[src/rtl/uart_echo_checker_pkg.sv]
// rtl/uart_echo_checker_pkg.sv - 8N1 frame constants, FSM encoding and bit-time derivation
package uart_echo_checker_pkg;

  localparam int DATA_BITS  = 8;
  localparam int STOP_BITS  = 1;
  localparam int FRAME_BITS = 1 + DATA_BITS + STOP_BITS;

  typedef enum logic [2:0] {
    ST_IDLE,
    ST_SEND,
    ST_WAIT_ECHO,
    ST_CHECK,
    ST_FIN
  } state_e;

  // Clocks per bit, integer divide, shared by the TX shifter and RX sampler.
  function automatic int bit_cyc(input int clk_freq, input int baud);
    return clk_freq / baud;
  endfunction

endpackage

[src/rtl/uart_rx_sampler.sv]
// rtl/uart_rx_sampler.sv - 8N1 receiver: 2-flop sync, start recheck, mid-bit sampling
module uart_rx_sampler
  import uart_echo_checker_pkg::*;
#(
  parameter int BIT_CYC = 10
) (
  input  logic                 clk_i,
  input  logic                 rst_n_i,
  input  logic                 rx_i,
  output logic                 rx_valid_o,
  output logic [DATA_BITS-1:0] rx_data_o,
  output logic                 frame_err_o
);

  localparam int CW   = $clog2(BIT_CYC + 1);
  localparam int HALF = BIT_CYC / 2;

  logic [1:0]           sync_q;
  logic                 prev_q;
  logic                 active_q;
  logic [CW-1:0]        cnt_q;
  logic [3:0]           idx_q;
  logic [DATA_BITS-1:0] data_q;
  logic                 valid_q;
  logic                 ferr_q;
  logic [CW-1:0]        target_d;

  // Index 0 is the start bit, checked half a bit in; later samples are one bit apart.
  assign target_d = (idx_q == 4'd0) ? CW'(HALF - 1) : CW'(BIT_CYC - 1);

  always_ff @(posedge clk_i) begin
    if (!rst_n_i) begin
      sync_q   <= 2'b11;
      prev_q   <= 1'b1;
      active_q <= 1'b0;
      cnt_q    <= '0;
      idx_q    <= '0;
      data_q   <= '0;
      valid_q  <= 1'b0;
      ferr_q   <= 1'b0;
    end else begin
      sync_q  <= {sync_q[0], rx_i};
      prev_q  <= sync_q[1];
      valid_q <= 1'b0;
      if (!active_q) begin
        if (prev_q && !sync_q[1]) begin
          active_q <= 1'b1;
          cnt_q    <= '0;
          idx_q    <= '0;
        end
      end else if (cnt_q == target_d) begin
        cnt_q <= '0;
        if (idx_q == 4'd0) begin
          if (sync_q[1]) active_q <= 1'b0;
          else           idx_q    <= 4'd1;
        end else if (idx_q <= 4'(DATA_BITS)) begin
          data_q <= {sync_q[1], data_q[DATA_BITS-1:1]};
          idx_q  <= idx_q + 4'd1;
        end else begin
          valid_q  <= 1'b1;
          ferr_q   <= !sync_q[1];
          active_q <= 1'b0;
        end
      end else begin
        cnt_q <= cnt_q + CW'(1);
      end
    end
  end

  assign rx_valid_o  = valid_q;
  assign rx_data_o   = data_q;
  assign frame_err_o = ferr_q;

endmodule

[config.mk]
export PLATFORM = sky130hd
export DESIGN_NAME = uart_rx_sampler
export DESIGN_NICKNAME = d
export VERILOG_FILES = /design/src/rtl/uart_echo_checker_pkg.sv /design/src/rtl/uart_rx_sampler.sv
export SDC_FILE = /design/constraint.sdc
export NUM_CORES = 1
export LEC_CHECK = 0
export CORE_MARGIN = 3
export CORE_UTILIZATION = 57
export CTS_CLUSTER_DIAMETER = 30
export DETAILED_ROUTE_END_ITERATION = 10
export PLACE_DENSITY = 0.82
export SYNTH_ARGS = -nofsm -noshare
export SYNTH_HDL_FRONTEND = slang
export SYNTH_SLANG_ARGS = --single-unit
export TNS_END_PERCENT = 50
[constraint.sdc]
create_clock -name clk_i -period 2.8 [get_ports clk_i]
set_input_delay 0.56 -clock clk_i [delete_from_list [all_inputs] [get_ports clk_i]]
set_output_delay 0.56 -clock clk_i [all_outputs]
set_load 0.01 [all_outputs]
### Yosys cells after proc, flatten, opt, wreduce, memory -nomap -nowiden

Index checks and enable logic that the tools add are counted.

* reductions and logical operators: 8
* mux-type cells: 16
* equality and inequality tests: 4
* bitwise operators: 5
* multiply operators: 0
* shift operators: 0
* $lt $le $gt $ge: 1
* add/sub/neg operators: 2
* divide/modulo/power cells: 0

Operator list (number)
* 2-to-1 mux 4 bit: 9
* AND reduction 4 bit: 3
* adder 4 x 1 -> 4 bit (second input constant): 2
* 2-to-1 mux 1 bit: 7
* inverter 1 bit: 5
* == test 4 bit: 1
* <= comparator 4 bit (second input constant): 1
* zero test 4 bit: 1
* OR reduction 4 bit: 1
* != test 3 x 1 -> 1 bit (second input constant): 1
* != test 3 bit (second input constant): 1
* != test 2 x 1 -> 1 bit (second input constant): 1
* nonzero test 2 bit: 1
* logical AND 1 bit: 1
* zero test 1 bit: 1

* word-level logic and storage cells: 44
* RAM bits: 0
* bits in latches: 0
* memories: 0
* bits in read-only memories: 0
* register bits: 22
* input bits: 3

### Logic depth before layout (Yosys ltp)

Gate-level depths: netlist of the first run.

* depth after elaboration: 5
* gate-level depth with buffers: 6

### Worst setup path after synthesis of the first run

OpenSTA, ideal clock, no wires.

* path type: flip-flop to flip-flop
* start point: register idx_q[0]
* end point: register active_q
* setup slack: 1.324 ns
* buffers on the path: 0
* stages on the path, launching flop included: 7
* arrival time: 1.355 ns
* clock period less this slack: 1.476 ns
* setup time: 0.122 ns
* path through: dfxtp_1 > inv_1 > ha_1 > nor3b_4 > mux2_4 > nand2_2 > o311a_1

* longest elaborated chain between the ends: 5
* elaborated cells between the ends (all ways): 8
* classes of those cells: 1 x order compare; 1 x eq/ne; 5 x mux; 1 x reduce/logical

RTL lines
* start, declared: RTL line uart_rx_sampler.sv:22 `logic [3:0] idx_q;`
* start signal, assigned: RTL line uart_rx_sampler.sv:58 `idx_q <= idx_q + 4'd1;`
* <= comparator 4 bit or zero test 4 bit (tied branches): RTL line uart_rx_sampler.sv:56, uart_rx_sampler.sv:29, uart_rx_sampler.sv:53
* 2-to-1 mux 1 bit or 2-to-1 mux 4 bit (tied branches): RTL line uart_rx_sampler.sv:56, uart_rx_sampler.sv:29
* 2-to-1 mux 1 bit or == test 4 bit (tied branches): RTL line uart_rx_sampler.sv:53, uart_rx_sampler.sv:51
* 2-to-1 mux 1 bit *: RTL line uart_rx_sampler.sv:51 `end else if (cnt_q == target_d) begin`
* 2-to-1 mux 1 bit *: RTL line uart_rx_sampler.sv:45 `if (!active_q) begin`
* end signal, assigned: RTL line uart_rx_sampler.sv:47 `active_q <= 1'b1;`
* end signal, assigned: RTL line uart_rx_sampler.sv:54 `if (sync_q[1]) active_q <= 1'b0;`
* end signal, assigned: RTL line uart_rx_sampler.sv:62 `active_q <= 1'b0;`
* end, declared: RTL line uart_rx_sampler.sv:20 `logic active_q;`

Mark *: on every way between the ends. The rest lies on a longest branch, timed or not.
A chain may end at the register's enable or synchronous reset.

### Worst setup path in the final report of the first run

* start point: register data_q[5] (netlist: rx_data_o[5])
* end point: output port rx_data_o[5]

RTL lines
* start, declared: RTL line uart_rx_sampler.sv:23 `logic [DATA_BITS-1:0] data_q;`
* start signal, assigned: RTL line uart_rx_sampler.sv:57 `data_q <= {sync_q[1], data_q[DATA_BITS-1:1]};`
* end, declared: RTL line uart_rx_sampler.sv:11 `output logic [DATA_BITS-1:0] rx_data_o,`

No word-level cell between the ends.

==> impl_results.md, run 1 <==
- Routed wire length per instance: between 10 and 15 um
- Post-layout util: 0.7663
- Synth cell types: just over 40
- CP cell instances: clkdlybuf4s50_1
- Synth area leader: dfxtp_1
- Io pins: 13
- Endpoints failing hold: 0
- Crit. End Element: output port
- Pin count of the biggest net entering global routing: 14
- GP Congestion: between 0.8 and 0.9
- Final worst slack: 1.007 ns
- Post-CTS setup buffers: 0
- Initial antenna violation count: 0
- Final worst path period share: 0.6403
- Pwr dens: 473.1 nW/um^2
- Synth async-reset ratio: 0
- Detailed Place HPWL: 1598 um
- Initial DRC Count: 30
- Worst hold path class: reg -> reg
- RR Endpoint: cnt_q[3]$_SDFFE_PN0N_
- Syn_nets: about 120
- RSZ-0062 raised after global routing: false
- Ys flop type: dfxtp_1
- F_max: about 560 MHz
- Vias in the first global route: approximately 790
- GRT Total Usage: 0.2043
- Post-CTS Hold Buffers: 0
- Layout Skew: roughly 0.008 ns
- Seq/Total Area, Yosys: 0.4195
- Synthesis-stage register bit count: 22
- Max_cap viols: 0
- CORE AREA: roughly 1600 um^2
- Synth top area cells: dfxtp_1 (42%), a21oi_1 (5.7%), nand3_1 (5.2%), o21ai_0 (3.8%), ha_1 (3.6%)
- Via/cell ratio: slightly below 6
- Synth Instances: roughly 120
- Final setup viols: 0
- Global-route wire length before repair: 3891 um
- Clock Sinks: 22
- Reg-to-reg setup timing slack: about 1.2 ns
- Die X-Extent: 48.92 um
- Clk root buf: clkbuf_4
- Initial Util: 0.6514
- R2R depth: 6
- CTS resizes: 0
- CTS tree: done
- TritonRoute pass-1 iters: 4
- Detail Route Antenna Nets: 0
- Mapped cell area: 1050 um^2
- Slew at the pin closest to its max-slew limit: approximately 0.47 ns
- Port bufs: 12
- Worst reg2reg startpoint: idx_q[0]$_SDFFE_PN0P_
- Leakage: 0.0004489 uW
- Count leader, synth: dfxtp_1
- Layout cells sized above 1: 0.1260
- Die area: 2393 um^2
- Average cell area after synthesis: between 9 and 10 um^2
- Clk Latency, worst-skew pair: around 0.31 ns
- Tmin final: between 1.5 and 2 ns
- Num CTS Buffers: 3
- # diodes: 0
- Warnings, synthesis: 0
- Top cell family by delay on the critical path: buffers and inverters
- CP bufs+invs: 1
- End point of the critical path: rx_data_o[5]
- Post-route DRC: 0
- Max Fanout on Critical Path: 3
- CP startpoint: rx_data_o[5]$_SDFFE_PN0P_
- Post-synth EDFFs: 0
- Area Growth Syn to Fin: 17.64%
- Slew Limit Headroom: 0.6849
- Final #Nets: 134
- CP Class: reg -> out
- Rows: 14
- Worst path slowest cell: clkdlybuf4s50_1
- Max VDD drop: approximately 0.34 mV
- Crit path largest cell delay: roughly 0.55 ns
- Status: finished, final reports clean
- DP Worst Slack: approximately 0.71 ns
- Floorplan die height: 48.92 um
- GRT overflow: 0
- CTS clk-pin slew, worst paths: around 0.13 ns
- Slew Limit Fails: 0
- Top cell type's share of synthesized area: 0.4195
- Clock Path Buffers: 2
- Final setup TNS: 0 ns
- Routed wire length: 2108 um
- Setup crit start kind: flip-flop
- Commonest cells in the synthesized netlist: dfxtp_1 (22), a21oi_1 (12), nand3_1 (11), nand2_1 (10), o21ai_0 (8)
- WP data arrival: about 1.2 ns
- CP Depth: 1
- Worst EP required: between 2 and 2.5 ns
- Vias: between 800 and 900
- H-tree depth: 1
-- cells by family (layout without fill, tap and decap cells) --
kind of cell / count (synthesis) / in the layout / share of synthesized area
AO/OA/AOI/OAI: 37 / 37 / 0.2229
AND/OR/NAND/NOR: 38 / 38 / 0.2062
adder cells (fa/ha/maj): 3 / 3 / 0.03576
buffers and inverters: 10 / 22 / 0.05126
XOR/XNOR: 2 / 2 / 0.03100
multiplexers: 3 / 3 / 0.03337
flip-flops: 22 / 22 / 0.4195
-- sequential cells by signal (all words and copies together) (netlist names) --
signal	count
idx_q	4
prev_q	1
sync_q	2
rx_valid_o	1
active_q	1
cnt_q	4
rx_data_o	8
frame_err_o	1
-- metrics by stage --
step	instances	area (um^2)	total power [uW]	hold WS, ns
2_1_floorplan	115	1050	342.1	0.3863
3_3_place_gp	147	1182	347.3	0.3958
3_5_place_dp	147	1182	348.3	0.4253
4_1_cts	151	1235	588.4	0.4632
5_1_grt	151	1235	612.6	0.5003
6_report	151	1235	584.2	0.4556
-- final cells by class --
class,count,area (um^2)
Timing Repair Buffer,12,120.1
Clock buffer,3,22.52
Tap cell,24,30.03
Sequential cell,22,440.4
Clock inverter,1,30.03
Inverter,6,36.28
Fill cell,137,376.6
Multi-Input combinational cell,83,555.5
-- power breakdown --
part / switching (uW) / total (uW) / internal (uW) / leakage, uW
clock: 98.1 / 243 / 145 / 0.0000279
combinational: 10.9 / 19.0 / 8.07 / 0.000243
sequential: 5.89 / 322 / 317 / 0.000178
total: 115 / 584 / 469 / 0.000449
-- worst min-delay path by stage --
stage                            to                 start  depth (start not counted)
5_1_grt        sync_q[1]$_SDFF_PN1_  sync_q[0]$_SDFF_PN1_                          1
6_report       sync_q[1]$_SDFF_PN1_  sync_q[0]$_SDFF_PN1_                          1
3_3_place_gp   sync_q[1]$_SDFF_PN1_  sync_q[0]$_SDFF_PN1_                          1
2_1_floorplan  sync_q[1]$_SDFF_PN1_  sync_q[0]$_SDFF_PN1_                          1
4_1_cts        sync_q[1]$_SDFF_PN1_  sync_q[0]$_SDFF_PN1_                          1
3_5_place_dp   sync_q[1]$_SDFF_PN1_  sync_q[0]$_SDFF_PN1_                          1
-- layout by cell type (no fill, tap or decap), types with 2 or more instances in the layout --
cell / instances
dfxtp_1: 22
a21oi_1: 12
clkdlybuf4s50_1: 12
nand3_1: 11
nand2_1: 10
o21ai_0: 8
inv_2: 3
a31oi_1: 3
nor2_1: 3
nand2b_1: 3
ha_1: 3
clkbuf_4: 3
inv_1: 2
mux2i_1: 2
a21o_1: 2
o31ai_1: 2
-- per-layer routing --
layer  vias up  GRT usage  part of all wire
met5         -          0                 0
met4         0    0.07109            0.0038
met3         2    0.03364             0.053
met2        37     0.2986              0.46
met1       402     0.3000              0.48
li1        444          -                 -
Power figures use the tool's default switching activity.
==> inputs of run 2 (changes only) <==
Settings changed: CORE_UTILIZATION 57 to 53, PLACE_DENSITY 0.82 to 0.77.
Clock period 2.8 ns to 1.79 ns, I/O delays scaled along.
==> run 2 against run 1 <==
Against the previous run: clock skew is 0.0035 ns lower; core utilization is 7.2 points lower; worst hold slack worse by 0.033 ns; sequential share of layout area is 0.46 points lower; clock-buffer cell count is 1 higher; critical endpoint is now active_q$_SDFF_PN0_.
==> impl_results.md, run 2 (synthesis gave the netlist of run 1 again) <==
- Final #Nets: approximately 140
- Setup crit start kind: flip-flop
- CP Class: reg -> reg
- Die area: approximately 2600 um^2
- # diodes: 0
- Filler cells: 147
- Most common cell after layout, fill and taps aside: dfxtp_1
- Detail Route Antenna Nets: 0
- Worst EP required: around 2 ns
- Multi-input logic area: roughly 560 um^2
- Initial antenna violation count: 0
- Leakage: 0.0004619 uW
- Area Growth Syn to Fin: 19.19%
- Rows: 15
- RSZ-0062 raised after global routing: false
- Detailed Place HPWL: around 1600 um
- Pwr dens: ~660 nW/um^2
- Die X-Extent: approximately 51 um
- CTS clk-pin slew, worst paths: about 0.12 ns
- Slew at the pin closest to its max-slew limit: 0.4562 ns
- Worst hold path class: reg -> reg
- WP data arrival: 1.84 ns
- Routed wire length per instance: about 13 um
- Clock Path Buffers: 2
- GRT Total Usage: 0.1913
- Pin count of the biggest net entering global routing: 13
- Max_cap viols: 0
- Post-CTS setup buffers: 0
- Top cell family by delay on the critical path: flip-flops
- Vias: 894
- TritonRoute pass-1 iters: 4
- GRT overflow: 0
- Initial Util: 0.5826
- Via/cell ratio: ~5.7
- Slew Limit Fails: 0
- Clk Latency, worst-skew pair: roughly 0.32 ns
- H-tree depth: 1
- Tmin final: 1.615 ns
- Pwr Total: between 800 and 900 uW
- Post-route DRC: 0
- CTS resizes: 0
- Port bufs: 12
- Global-route wire length before repair: around 3800 um
- Num CTS Buffers: 3
- Max VDD drop: about 0.56 mV
- Largest register FFs: 8
- Clk root buf: clkbuf_4
- Final setup viols: 0
- Status: finished, final reports clean
- Initial DRC Count: 13
- Crit. End Element: flip-flop
- Worst path slowest cell: dfxtp_1
- Vias in the first global route: just under 900
- Slew Limit Headroom: 0.6943
- CP bufs+invs: 1
- CP cell instances: inv_1 -> ha_1 -> nor3b_4 -> mux2_4 -> nand2_2 -> o311a_1
- Most frequent cells in the layout: dfxtp_1 (22), a21oi_1 (12), clkdlybuf4s50_1 (12)
- Routed wire length: between 2000 and 2500 um
- Crit path largest cell delay: roughly 0.36 ns
- Max Fanout on Critical Path: 4
- Io pins: 13
- Clock Sinks: 22
- Final worst path period share: 0.9021
- Endpoints failing hold: 0
- Final setup TNS: 0 ns
- CORE AREA: 1802 um^2
- Sequential Area: between 400 and 500 um^2
- Final Cell Area: between 1000 and 1500 um^2
- CTS tree: done
- Floorplan die height: ~50 um
- GP Congestion: 0.8077
- Post-CTS Hold Buffers: 0
- Dpl cell area: 1214 um^2
- Layout Skew: 0.004560 ns
- F_max: ~620 MHz
- Layout cells sized above 1: 0.1527
run 2: changes by cell type in the layout (fill, tap and decap cells not counted):
| cell | delta |
|---|---|
| a2111oi_0 | -1 |
| a2111oi_1 | +1 |
| buf_4 | +4 |
| bufinv_16 | -1 |
| clkbuf_8 | +1 |
run 2: cell type report:
type,count,share of cell area
repair buffers,16,0.1200
flip-flops and latches,22,0.3520
multi-input cells,83,0.4450
inverters,6,0.02900
clock buffers,4,0.02900
well taps,25,0.02500
run 2: routing by layer:
layer,up-vias,GRT usage,share of wire
li1,447,-,-
met3,5,0.03858,0.045
met5,-,0,0
met4,0,0.05381,0.015
met1,419,0.2156,0.44
met2,23,0.3587,0.49
run 2: final timing paths:
| path | startpoint | endpoint | slack, ns | cells past startpoint |
|---|---|---|---|---|
| worst max-delay path | idx_q[0]$_SDFFE_PN0P_ | active_q$_SDFF_PN0_ | 0.18 | 6 |
| worst min-delay path | sync_q[0]$_SDFF_PN1_ | sync_q[1]$_SDFF_PN1_ | 0.42 | 1 |
| worst min register to register | sync_q[0]$_SDFF_PN1_ | sync_q[1]$_SDFF_PN1_ | 0.42 | 1 |
| worst max register to register | idx_q[0]$_SDFFE_PN0P_ | active_q$_SDFF_PN0_ | 0.18 | 6 |
run 2: where the power goes:
group | internal, uW | leakage, uW | switching, uW
clock | 125 | 0.0000210 | 161
combinational | 17.3 | 0.000263 | 19.4
sequential | 495 | 0.000178 | 8.55
total | 637 | 0.000462 | 189
run 2: per-stage QoR:
step | hold slack, ns | std cells | worst slack (ns) | util
detailed placement | 0.3970 | 152 | 0.1966 | 0.6736
global placement | 0.3924 | 152 | 0.2481 | 0.6736
global route | 0.4426 | 156 | 0.03946 | 0.6944
floorplan | 0.3863 | 115 | 0.3137 | -
finish | 0.4223 | 156 | 0.1753 | 0.6944
CTS | 0.4278 | 156 | 0.1801 | 0.6938
